--- config.mk ---
export PLATFORM = sky130hd
export DESIGN_NAME = text_row_buffer_flat
export DESIGN_NICKNAME = d
export VERILOG_FILES = /design/src/rtl/text_row_if.sv /design/src/rtl/text_row_buffer.sv /design/src/flat_wrapper.sv
export SDC_FILE = /design/constraint.sdc
export NUM_CORES = 1
export LEC_CHECK = 0
export BUFFER_PORTS_ARGS = -buffer_cell sky130_fd_sc_hd__buf_2
export CAP_MARGIN = 10
export CORE_MARGIN = 1.5
export CORE_UTILIZATION = 57
export CTS_BUF_LIST = sky130_fd_sc_hd__clkbuf_4
export DETAILED_ROUTE_END_ITERATION = 6
export GPL_ROUTABILITY_DRIVEN = 0
export PLACE_DENSITY = 0.78
export SYNTH_ARGS = -nofsm -noshare
export SYNTH_HDL_FRONTEND = slang
export SYNTH_SLANG_ARGS = --single-unit
--- constraint.sdc ---
create_clock -name clk -period 1.7 [get_ports clk]
set_input_delay 0.085 -clock clk [delete_from_list [all_inputs] [get_ports clk]]
set_output_delay 0.085 -clock clk [all_outputs]
set_load 0.01 [all_outputs]
--- src/rtl/text_row_if.sv ---
// Host write / beam read bundle for text_row_buffer; the command side drives
// through master, the row buffer sits on slave.
interface text_row_if #(
    parameter int CHAR_W  = 6,
    parameter int COLS    = 32,
    parameter int GLYPH_W = 8,
    parameter int GLYPH_H = 10
);
    localparam int COL_W = $clog2(COLS);
    localparam int GX_W  = $clog2(GLYPH_W);
    localparam int GY_W  = $clog2(GLYPH_H);

    logic [9:0]        xcoor;
    logic [8:0]        ycoor;
    logic              wr_en;
    logic              wr_auto;
    logic [COL_W-1:0]  wr_col;
    logic [CHAR_W-1:0] wr_data;
    logic              clr;
    logic              busy;
    logic [COL_W-1:0]  cursor;
    logic [CHAR_W-1:0] char_out;
    logic              char_valid;
    logic [GX_W-1:0]   glyph_x;
    logic [GY_W-1:0]   glyph_y;

    modport master (
        output xcoor, ycoor, wr_en, wr_auto, wr_col, wr_data, clr,
        input  busy, cursor, char_out, char_valid, glyph_x, glyph_y
    );

    modport slave (
        input  xcoor, ycoor, wr_en, wr_auto, wr_col, wr_data, clr,
        output busy, cursor, char_out, char_valid, glyph_x, glyph_y
    );
endinterface

--- src/rtl/text_row_buffer.sv ---
// Single-row character buffer with clear sequencer, auto-increment cursor and a
// 2-cycle beam read pipeline. TEXT_ROW_IDENTITY_INIT_EN: sweep fills mem[i]=i.
module text_row_buffer #(
    parameter int                CHAR_W     = 6,
    parameter int                COLS       = 32,
    parameter int                GLYPH_W    = 8,
    parameter int                GLYPH_H    = 10,
    parameter int                X_START    = 0,
    parameter int                Y_START    = 100,
    parameter logic [CHAR_W-1:0] BLANK_CODE = '1
) (
    input logic       clk,
    input logic       rst_n,
    text_row_if.slave bus
);
    localparam int COL_W = $clog2(COLS);
    localparam int GX_W  = $clog2(GLYPH_W);
    localparam int GY_W  = $clog2(GLYPH_H);

    localparam logic signed [10:0] X0    = 11'(X_START);
    localparam logic signed [10:0] Y0    = 11'(Y_START);
    localparam logic signed [10:0] ROW_W = 11'(COLS * GLYPH_W);
    localparam logic signed [10:0] ROW_H = 11'(GLYPH_H);
    localparam logic [COL_W-1:0]   LAST  = COL_W'(COLS - 1);

    typedef enum logic {CLEAR, IDLE} state_t;

    state_t            state;
    logic              busy;
    logic [COL_W-1:0]  clr_cnt;
    logic [COL_W-1:0]  cursor;
    logic [CHAR_W-1:0] mem [COLS];
    logic [CHAR_W-1:0] fill;

    logic              col_ok;
    logic              wr_fire;
    logic [COL_W-1:0]  wr_addr;

    function automatic logic [COL_W-1:0] inc_wrap(input logic [COL_W-1:0] c);
        return (c == LAST) ? '0 : c + 1'b1;
    endfunction

`ifdef TEXT_ROW_IDENTITY_INIT_EN
    assign fill = CHAR_W'(clr_cnt);
`else
    assign fill = BLANK_CODE;
`endif

    // A clr in the same cycle as a write wins; the write is simply lost.
    assign col_ok  = {1'b0, bus.wr_col} < (COL_W + 1)'(COLS);
    assign wr_fire = (state == IDLE) && bus.wr_en && !bus.clr && (bus.wr_auto || col_ok);
    assign wr_addr = bus.wr_auto ? cursor : bus.wr_col;

    always_ff @(posedge clk) begin
        if (!rst_n) begin
            state   <= CLEAR;
            busy    <= 1'b1;
            clr_cnt <= '0;
            cursor  <= '0;
        end else begin
            case (state)
                CLEAR: begin
                    if (bus.clr) begin
                        clr_cnt <= '0;
                    end else if (clr_cnt == LAST) begin
                        state   <= IDLE;
                        busy    <= 1'b0;
                        clr_cnt <= '0;
                    end else begin
                        clr_cnt <= clr_cnt + 1'b1;
                    end
                end
                IDLE: begin
                    if (bus.clr) begin
                        state   <= CLEAR;
                        busy    <= 1'b1;
                        clr_cnt <= '0;
                        cursor  <= '0;
                    end else if (wr_fire) begin
                        cursor <= inc_wrap(wr_addr);
                    end
                end
                default: state <= CLEAR;
            endcase
        end
    end

    // NOTE: the character array has no reset; the CLEAR sweep after reset
    // initialises it, and resetting a RAM would stop it mapping to block memory.
    always_ff @(posedge clk) begin
        if (state == CLEAR) begin
            mem[clr_cnt] <= fill;
        end else if (wr_fire) begin
            mem[wr_addr] <= bus.wr_data;
        end
    end

    // Stage 1: beam position relative to the row origin, 11-bit signed so a
    // beam left of / above the row goes negative instead of wrapping.
    logic signed [10:0] dx, dy;
    logic               in_row_d;
    logic               in_row_q;
    logic [COL_W-1:0]   col_q;
    logic [GX_W-1:0]    gx_q;
    logic [GY_W-1:0]    gy_q;

    assign dx       = $signed({1'b0, bus.xcoor}) - X0;
    assign dy       = $signed({2'b0, bus.ycoor}) - Y0;
    assign in_row_d = !dx[10] && (dx < ROW_W) && !dy[10] && (dy < ROW_H);

    always_ff @(posedge clk) begin
        if (!rst_n) begin
            in_row_q <= 1'b0;
            col_q    <= '0;
            gx_q     <= '0;
            gy_q     <= '0;
        end else begin
            in_row_q <= in_row_d;
            col_q    <= dx[GX_W +: COL_W];
            gx_q     <= dx[GX_W-1:0];
            gy_q     <= dy[GY_W-1:0];
        end
    end

    // Stage 2: memory read is registered here, so a same-cycle write is seen
    // only by the following read.
    always_ff @(posedge clk) begin
        if (!rst_n) begin
            bus.char_out   <= BLANK_CODE;
            bus.char_valid <= 1'b0;
            bus.glyph_x    <= '0;
            bus.glyph_y    <= '0;
        end else if (in_row_q && !busy) begin
            bus.char_out   <= mem[col_q];
            bus.char_valid <= 1'b1;
            bus.glyph_x    <= gx_q;
            bus.glyph_y    <= gy_q;
        end else begin
            bus.char_out   <= BLANK_CODE;
            bus.char_valid <= 1'b0;
            bus.glyph_x    <= '0;
            bus.glyph_y    <= '0;
        end
    end

    assign bus.busy   = busy;
    assign bus.cursor = cursor;
endmodule

--- src/flat_wrapper.sv ---
// flat-port wrapper written by rule: the top's interface ports become plain ports
module text_row_buffer_flat 
#(
    parameter int                CHAR_W     = 6,
    parameter int                COLS       = 32,
    parameter int                GLYPH_W    = 8,
    parameter int                GLYPH_H    = 10,
    parameter int                X_START    = 0,
    parameter int                Y_START    = 100,
    parameter logic [CHAR_W-1:0] BLANK_CODE = '1
)
  (clk, rst_n, bus_xcoor, bus_ycoor, bus_wr_en, bus_wr_auto, bus_wr_col, bus_wr_data, bus_clr, bus_busy, bus_cursor, bus_char_out, bus_char_valid, bus_glyph_x, bus_glyph_y);
  text_row_if #(.CHAR_W(CHAR_W), .COLS(COLS), .GLYPH_W(GLYPH_W), .GLYPH_H(GLYPH_H)) bus_i ();
  input logic clk;
  input logic rst_n;
  input wire logic [$bits(bus_i.xcoor)-1:0] bus_xcoor;
  input wire logic [$bits(bus_i.ycoor)-1:0] bus_ycoor;
  input wire logic [$bits(bus_i.wr_en)-1:0] bus_wr_en;
  input wire logic [$bits(bus_i.wr_auto)-1:0] bus_wr_auto;
  input wire logic [$bits(bus_i.wr_col)-1:0] bus_wr_col;
  input wire logic [$bits(bus_i.wr_data)-1:0] bus_wr_data;
  input wire logic [$bits(bus_i.clr)-1:0] bus_clr;
  output wire logic [$bits(bus_i.busy)-1:0] bus_busy;
  output wire logic [$bits(bus_i.cursor)-1:0] bus_cursor;
  output wire logic [$bits(bus_i.char_out)-1:0] bus_char_out;
  output wire logic [$bits(bus_i.char_valid)-1:0] bus_char_valid;
  output wire logic [$bits(bus_i.glyph_x)-1:0] bus_glyph_x;
  output wire logic [$bits(bus_i.glyph_y)-1:0] bus_glyph_y;
  assign bus_i.xcoor = bus_xcoor;
  assign bus_i.ycoor = bus_ycoor;
  assign bus_i.wr_en = bus_wr_en;
  assign bus_i.wr_auto = bus_wr_auto;
  assign bus_i.wr_col = bus_wr_col;
  assign bus_i.wr_data = bus_wr_data;
  assign bus_i.clr = bus_clr;
  assign bus_busy = bus_i.busy;
  assign bus_cursor = bus_i.cursor;
  assign bus_char_out = bus_i.char_out;
  assign bus_char_valid = bus_i.char_valid;
  assign bus_glyph_x = bus_i.glyph_x;
  assign bus_glyph_y = bus_i.glyph_y;
  text_row_buffer #(.CHAR_W(CHAR_W), .COLS(COLS), .GLYPH_W(GLYPH_W), .GLYPH_H(GLYPH_H), .X_START(X_START), .Y_START(Y_START), .BLANK_CODE(BLANK_CODE)) u_core (.clk(clk), .rst_n(rst_n), .bus(bus_i));
endmodule
==> results of run 1 <==
-- power breakdown --
part           switching [mW]  internal, mW  total, mW  leakage, nW
Sequential             0.0159          6.06       6.08         2.42
Combinational           0.372         0.353      0.725         1.94
Clock                    2.24          2.35       4.59        0.428
-- timing repair --
item                                    in CTS  in global routing
pin swaps                                    8                 17
hold endpoints to repair                   219                  0
hold buffers                                40                  0
cloned                                       1                  2
gates resized for setup                     46                 68
setup buffers                                3                 20
endpoints found under the setup margin     162                197
-- registers in the layout, indices dropped and copies added (netlist names), 3 cells and up --
signal	flops
u_core.bus.char_out	6
u_core.mem	192
u_core.col_q	5
u_core.gx_q	3
u_core.bus.glyph_x	3
u_core.clr_cnt	5
u_core.bus.cursor	5
u_core.bus.glyph_y	4
u_core.gy_q	4
-- logic make-up after synthesis --
family                   Yosys count  share of synthesized area [%]
AO/OA/AOI/OAI                    114                           8.89
flip-flops                       231                           69.9
buffers and inverters             40                           2.63
AND/OR/NAND/NOR                  126                           6.87
multiplexers                     103                           11.0
adder cells (fa/ha/maj)            5                          0.668
-- layout make-up --
cell class                 instances  share of cell area (%)
timing repair buffer             194                    14.2
inverter                           7                   0.234
sequential                       231                    53.2
clock buffer                      81                    4.93
antenna                            1                  0.0203
multi-input combinational        348                    24.3
tap                              216                    2.19
clock inverter                    19                   0.873
-- worst min-delay path, delay by kind of cell --
family | cells | cell delay, ns
AOI/OAI and AO/OA | 2 | 0.44
buffers and inverters | 1 | 0.11
and+or+nand+nor | 1 | 0.05
-- through the flow --
stage	power [mW]	cells	hold slack, ns	cell area, sq um
after floorplan	6.53	619	0.157	9390
after detailed placement	6.74	933	0.296	10500
after CTS	11.3	1075	0.00443	11800
final	11.4	1097	0.0704	12300
after global placement	6.73	933	0.289	10500
after global routing	11.7	1096	0.109	12300
-- cells in the final DEF, fill, tap and decap left out, drive strengths merged, types with 2 or more instances in the layout --
master	synthesis	routed
nor4b	2	2
a32oi	7	7
a22oi	51	51
clkbuf	13	83
nand4	2	2
ha	5	5
o31a	2	2
nor3	6	6
inv	7	8
nand2	10	10
nor2	52	52
dlygate4sd3	0	39
o41ai	6	6
nor3b	4	4
clkinv	0	16
nand2b	11	11
edfxtp	192	192
a21oi	35	35
mux2i	101	101
nor2b	12	12
o21ai	8	8
mux2	2	2
and2	18	18
buf	20	153
nand3b	5	5
dfxtp	39	39
-- per-layer routing --
metal / up-vias / routed length [microns] / global-route usage (%)
met3: 74 / 2300 / 5.21
met5: - / 0 / 0
met2: 403 / 13000 / 46.8
li1: 2853 / - / -
met4: 0 / 975 / 11.6
met1: 3203 / 9620 / 34.0
-- worst paths after layout --
check,to,slack [ns],depth (start not counted)
setup / recovery,u_core.mem[25][4]$_DFFE_PP_,-0.11,5
hold reg to reg,u_core.bus.glyph_x[0]$_SDFF_PN0_,0.44,1
hold / removal,u_core.bus.cursor[0]$_SDFFE_PN0P_,0.07,4
setup reg to reg,u_core.mem[25][4]$_DFFE_PP_,-0.11,5
==> flow_summary.yaml, run 1 <==
global_route:
  grt_pass1_wl_microns: 35900
  overflow: 0
  grt_pass1_vias: 6613
  grtUsageTotal_pct: 27.3
  grt_max_degree: 33
  antenna_found_initial: 0
clock_tree:
  cts_max_level: 2
  cts_root_buf: "clkbuf_4"
  cts_buffers: 54
  cts.sinks: 231
  clk_latency_ns: 0.68
  clkSlewWorstSetupHoldPaths_ns: 0.07
  cts_max_path_buffers: 3
  tritoncts: "built"
route:
  via_per_inst: 5.96
  avgRoutedWirePerCell_microns: 23.6
  drt-initial-drc-count: 713
  routed_wl_microns: 25900
  antenna_left: 0
  drc: 0
  vias: 6533
  first_pass_iters: 5
placement:
  dpl.hpwl_microns: 14000
  port_buffers: 54
  place_ws_ns: -0.335
timing:
  worst_slew_pin_slew_ns: 0.686
  min_period_ns: 1.81
  finalSetupTns_ns: -4.61
  setup_ws_ns: -0.111
  rsz0062_at_grt: "yes"
  period_share_pct: 107
  slew_violations: 0
  skew_ns: 0.0450
  slew_headroom_pct: 53.8
  fmax_mhz: 552
  hold_viol_final: 0
  finalSetupViolations: 104
floorplan:
  die_h_microns: 131
  core_sq_um: 15900
  std_cell_rows: 46
  initial_core_util_pct: 58.7
  num_io_pins: 55
  die_area_sq_um: 17200
  die_x_microns: 131
run_status:
  violations: "setup timing"
  status: "complete, but fails checks"
synthesis:
  synth.distinct_cells: 42
  synth_common_cells: "edfxtp_1 (192), mux2i_1 (101), nor2_1 (52)"
  synth.top_cells.by_area: "edfxtp_1 (62%), mux2i_1 (11%), dfxtp_1 (8.3%), a22oi_1 (4.0%), nor2_1 (2.1%)"
  async_flop_share_pct: 0
  ys_warn_count: 0
  synth_top_flop_cell: "edfxtp_1"
  syn_inst: 619
  post-synth-top-area-cell: "edfxtp_1"
  synth-seq-cells: 231
  synth.cell_area_sq_um: 9360
  synth.most_common_cell: "edfxtp_1"
  yosys.area.top_type_share_pct: 61.6
  seq_area_frac_synth_pct: 69.9
  syn_avg_cell_area_sq_um: 15.1
  synth_edf_count: 192
  syn_nets: 659
run:
  maxCapViolations: 0
critical_path:
  worst_path_max_delay_cell: "dfxtp_2"
  critPathLaunchType: "flop"
  crit_chain: "nand3b_1, nor2_1, a21oi_2, buf_12, nor2_2"
  cp_data_required_time_ns: 2.01
  cp-startpoint: "u_core.state$_SDFF_PN0_"
  critPathMaxFanout: 8
  crit_arrival_ns: 2.12
  critPathTopFamily: "simple AND/OR/NAND/NOR gates"
  crit-reg2reg-launch: "u_core.state$_SDFF_PN0_"
  path_class: "flop to flop"
  cp_slowest_stage_delay_ns: 0.34
  critPathCaptureType: "flop"
  worst-path-buf-inv: 1
layout:
  fillers: 877
  drive_above_1_share_pct: 37.2
  nets: 876
  fin_util_pct: 77.3
  multi_input_area_sq_um: 3000
  area_growth_pct: 31.6
  seqCellArea_sq_um: 6560
power_and_ir_drop:
  irDropWorstVdd_mv: 0.822
  p_leak_nw: 4.79
  power_density_nw_per_um2: 924
hold_path:
  hp-start: "bus_wr_en"
  hp-class: "input port to flop"
No activity file was read; power rests on OpenSTA's default activity.
==> inputs of run 2 (changes only) <==
--- a/config.mk
+++ b/config.mk
@@ -8,11 +8,11 @@
 export BUFFER_PORTS_ARGS = -buffer_cell sky130_fd_sc_hd__buf_2
 export CAP_MARGIN = 10
 export CORE_MARGIN = 1.5
-export CORE_UTILIZATION = 57
+export CORE_UTILIZATION = 60
 export CTS_BUF_LIST = sky130_fd_sc_hd__clkbuf_4
 export DETAILED_ROUTE_END_ITERATION = 6
 export GPL_ROUTABILITY_DRIVEN = 0
-export PLACE_DENSITY = 0.78
+export PLACE_DENSITY = 0.79
 export SYNTH_ARGS = -nofsm -noshare
 export SYNTH_HDL_FRONTEND = slang
 export SYNTH_SLANG_ARGS = --single-unit
==> constraint.sdc (replaced) <==
create_clock -name clk -period 1.8 [get_ports clk]
set_input_delay 0.09 -clock clk [delete_from_list [all_inputs] [get_ports clk]]
set_output_delay 0.09 -clock clk [all_outputs]
set_load 0.01 [all_outputs]
==> run 2 against run 1 <==
- the flow still finishes with violations (setup timing)
- setup slack gained 0.020 ns
- combinational power shrank 16%
- sequential power shrank 5.4%
- routed wire length shrank 9.5%
- total power shrank 7.4%
- sequential share of layout area grew 3.0 points
- via count shrank 3.9%
- non-clock buffer count shrank 30
- largest power group unchanged
==> flow_summary.yaml, run 2 (synthesized netlist as in run 1, its figures left out) <==
run_status:
  status: "complete, but fails checks"
  violations: "setup timing"
run:
  maxCapViolations: 0
layout:
  layout_common_cells: "edfxtp_1 (192), mux2i_1 (99), clkbuf_4 (81)"
  instances_no_fill: 1044
  nets: 849
  final_area_sq_um: 11700
  top_register: "u_core.mem"
  largest_register_ffs: 192
  multi_input_area_sq_um: 2810
  reg_top3: "u_core.mem x192, u_core.bus.char_out x6"
  final_common_cell: "edfxtp_1"
  seqCellArea_sq_um: 6550
  area_growth_pct: 24.4
  fillers: 875
  fin_util_pct: 76.6
  drive_above_1_share_pct: 32.4
global_route:
  busiest_layer: "met2"
  overflow: 0
  antenna_found_initial: 2
  grt_util_met1_pct: 36.8
  grt_max_degree: 33
  grtUsageMet3_pct: 6.14
  use_met2_pct: 45.5
  grt_pass1_vias: 6317
  grtUsageTotal_pct: 28.3
  grt_pass1_wl_microns: 34200
timing:
  skew_ns: 0.0499
  slew_violations: 0
  slew_headroom_pct: 49.4
  hold_viol_final: 0
  setup_ws_ns: -0.0912
  worst_slew_pin_slew_ns: 0.751
  period_share_pct: 105
  fmax_mhz: 529
  finalSetupTns_ns: -0.937
  holdWs_ns: 0.0625
  finalSetupViolations: 22
  min_period_ns: 1.89
  rsz0062_at_grt: "yes"
clock_tree:
  cts_max_path_buffers: 3
  cts_root_buf: "clkbuf_4"
  cts_max_level: 2
  clk_latency_ns: 0.67
  clkSlewWorstSetupHoldPaths_ns: 0.07
  cts_buffers: 57
  tritoncts: "built"
  cts.sinks: 231
route:
  routed_wl_microns: 23400
  drc: 0
  drt-initial-drc-count: 733
  via_per_inst: 6.01
  vias: 6279
  avgRoutedWirePerCell_microns: 22.4
  antenna_left: 0
  first_pass_iters: 5
placement:
  dp_cells: 886
  place_area_sq_um: 10200
  dpl.hpwl_microns: 13600
  port_buffers: 54
floorplan:
  die_h_microns: 128
  die_area_sq_um: 16400
  num_io_pins: 55
  die_x_microns: 128
  std_cell_rows: 45
  initial_core_util_pct: 61.6
  core_sq_um: 15200
power_and_ir_drop:
  irDropWorstVdd_mv: 0.638
  p_leak_nw: 4.55
  power_density_nw_per_um2: 906
critical_path:
  critPathLaunchType: "flop"
  path_class: "flop to flop"
  crit_arrival_ns: 2.19
  critPathMaxFanout: 15
  critPathCaptureType: "flop"
  cp_data_required_time_ns: 2.10
hold_path:
  hp-class: "input port to flop"
==> run 2: final timing paths <==
path	start	endpoint	slack, ns	depth (start not counted)
max	u_core.state$_SDFF_PN0_	u_core.mem[1][1]$_DFFE_PP_	-0.09	4
min reg2reg	u_core.gx_q[1]$_SDFF_PN0_	u_core.bus.glyph_x[1]$_SDFF_PN0_	0.44	1
max reg2reg	u_core.state$_SDFF_PN0_	u_core.mem[1][1]$_DFFE_PP_	-0.09	4
min	rst_n	u_core.clr_cnt[3]$_SDFFE_PN0P_	0.06	3
==> run 2: routing by layer <==
layer	share of wire [%]	vias to the layer above
li1	-	2810
met1	40	3037
met2	49	362
met3	7.8	70
met4	3.7	0
met5	0	-
==> run 2: worst max-delay path, cell delays in order (launching register included) <==
cell and delay (ns):
dfxtp_2 0.34, buf_4 0.18, nor3b_1 0.43, a21oi_4 0.20, nor2_2 0.37
==> run 2: timing repair <==
action | in CTS | in global routing
setup buffers | 2 | 14
endpoints found under the hold margin | 25 | 0
pin swaps | 1 | 9
setup endpoints to repair | 90 | 180
hold buffers | 35 | 0
cloned | 0 | 1
resized for setup | 21 | 45
==> run 2: cell type report <==
cell class / count / share of cell area, %
clock inverters: 24 / 0.848
flip-flops and latches: 231 / 56.2
clock buffers: 81 / 5.22
diodes: 1 / 0.0215
well taps: 188 / 2.02
multi-input cells: 348 / 24.1
inverters: 7 / 0.226
repair buffers: 164 / 11.3
==> run 2: stage by stage <==
step	total power, mW	setup WS, ns
floorplan	6.17	0.0184
finish	10.6	-0.0912
global route	10.9	-0.113
global placement	6.32	-0.0858
detailed placement	6.34	-0.120
CTS	10.4	-0.0538
==> run 2: power breakdown <==
part / switching (mW) / internal (mW) / leakage [nW]
Combinational: 0.313 / 0.293 / 1.70
Clock: 2.11 / 2.09 / 0.432
Sequential: 0.0194 / 5.73 / 2.42
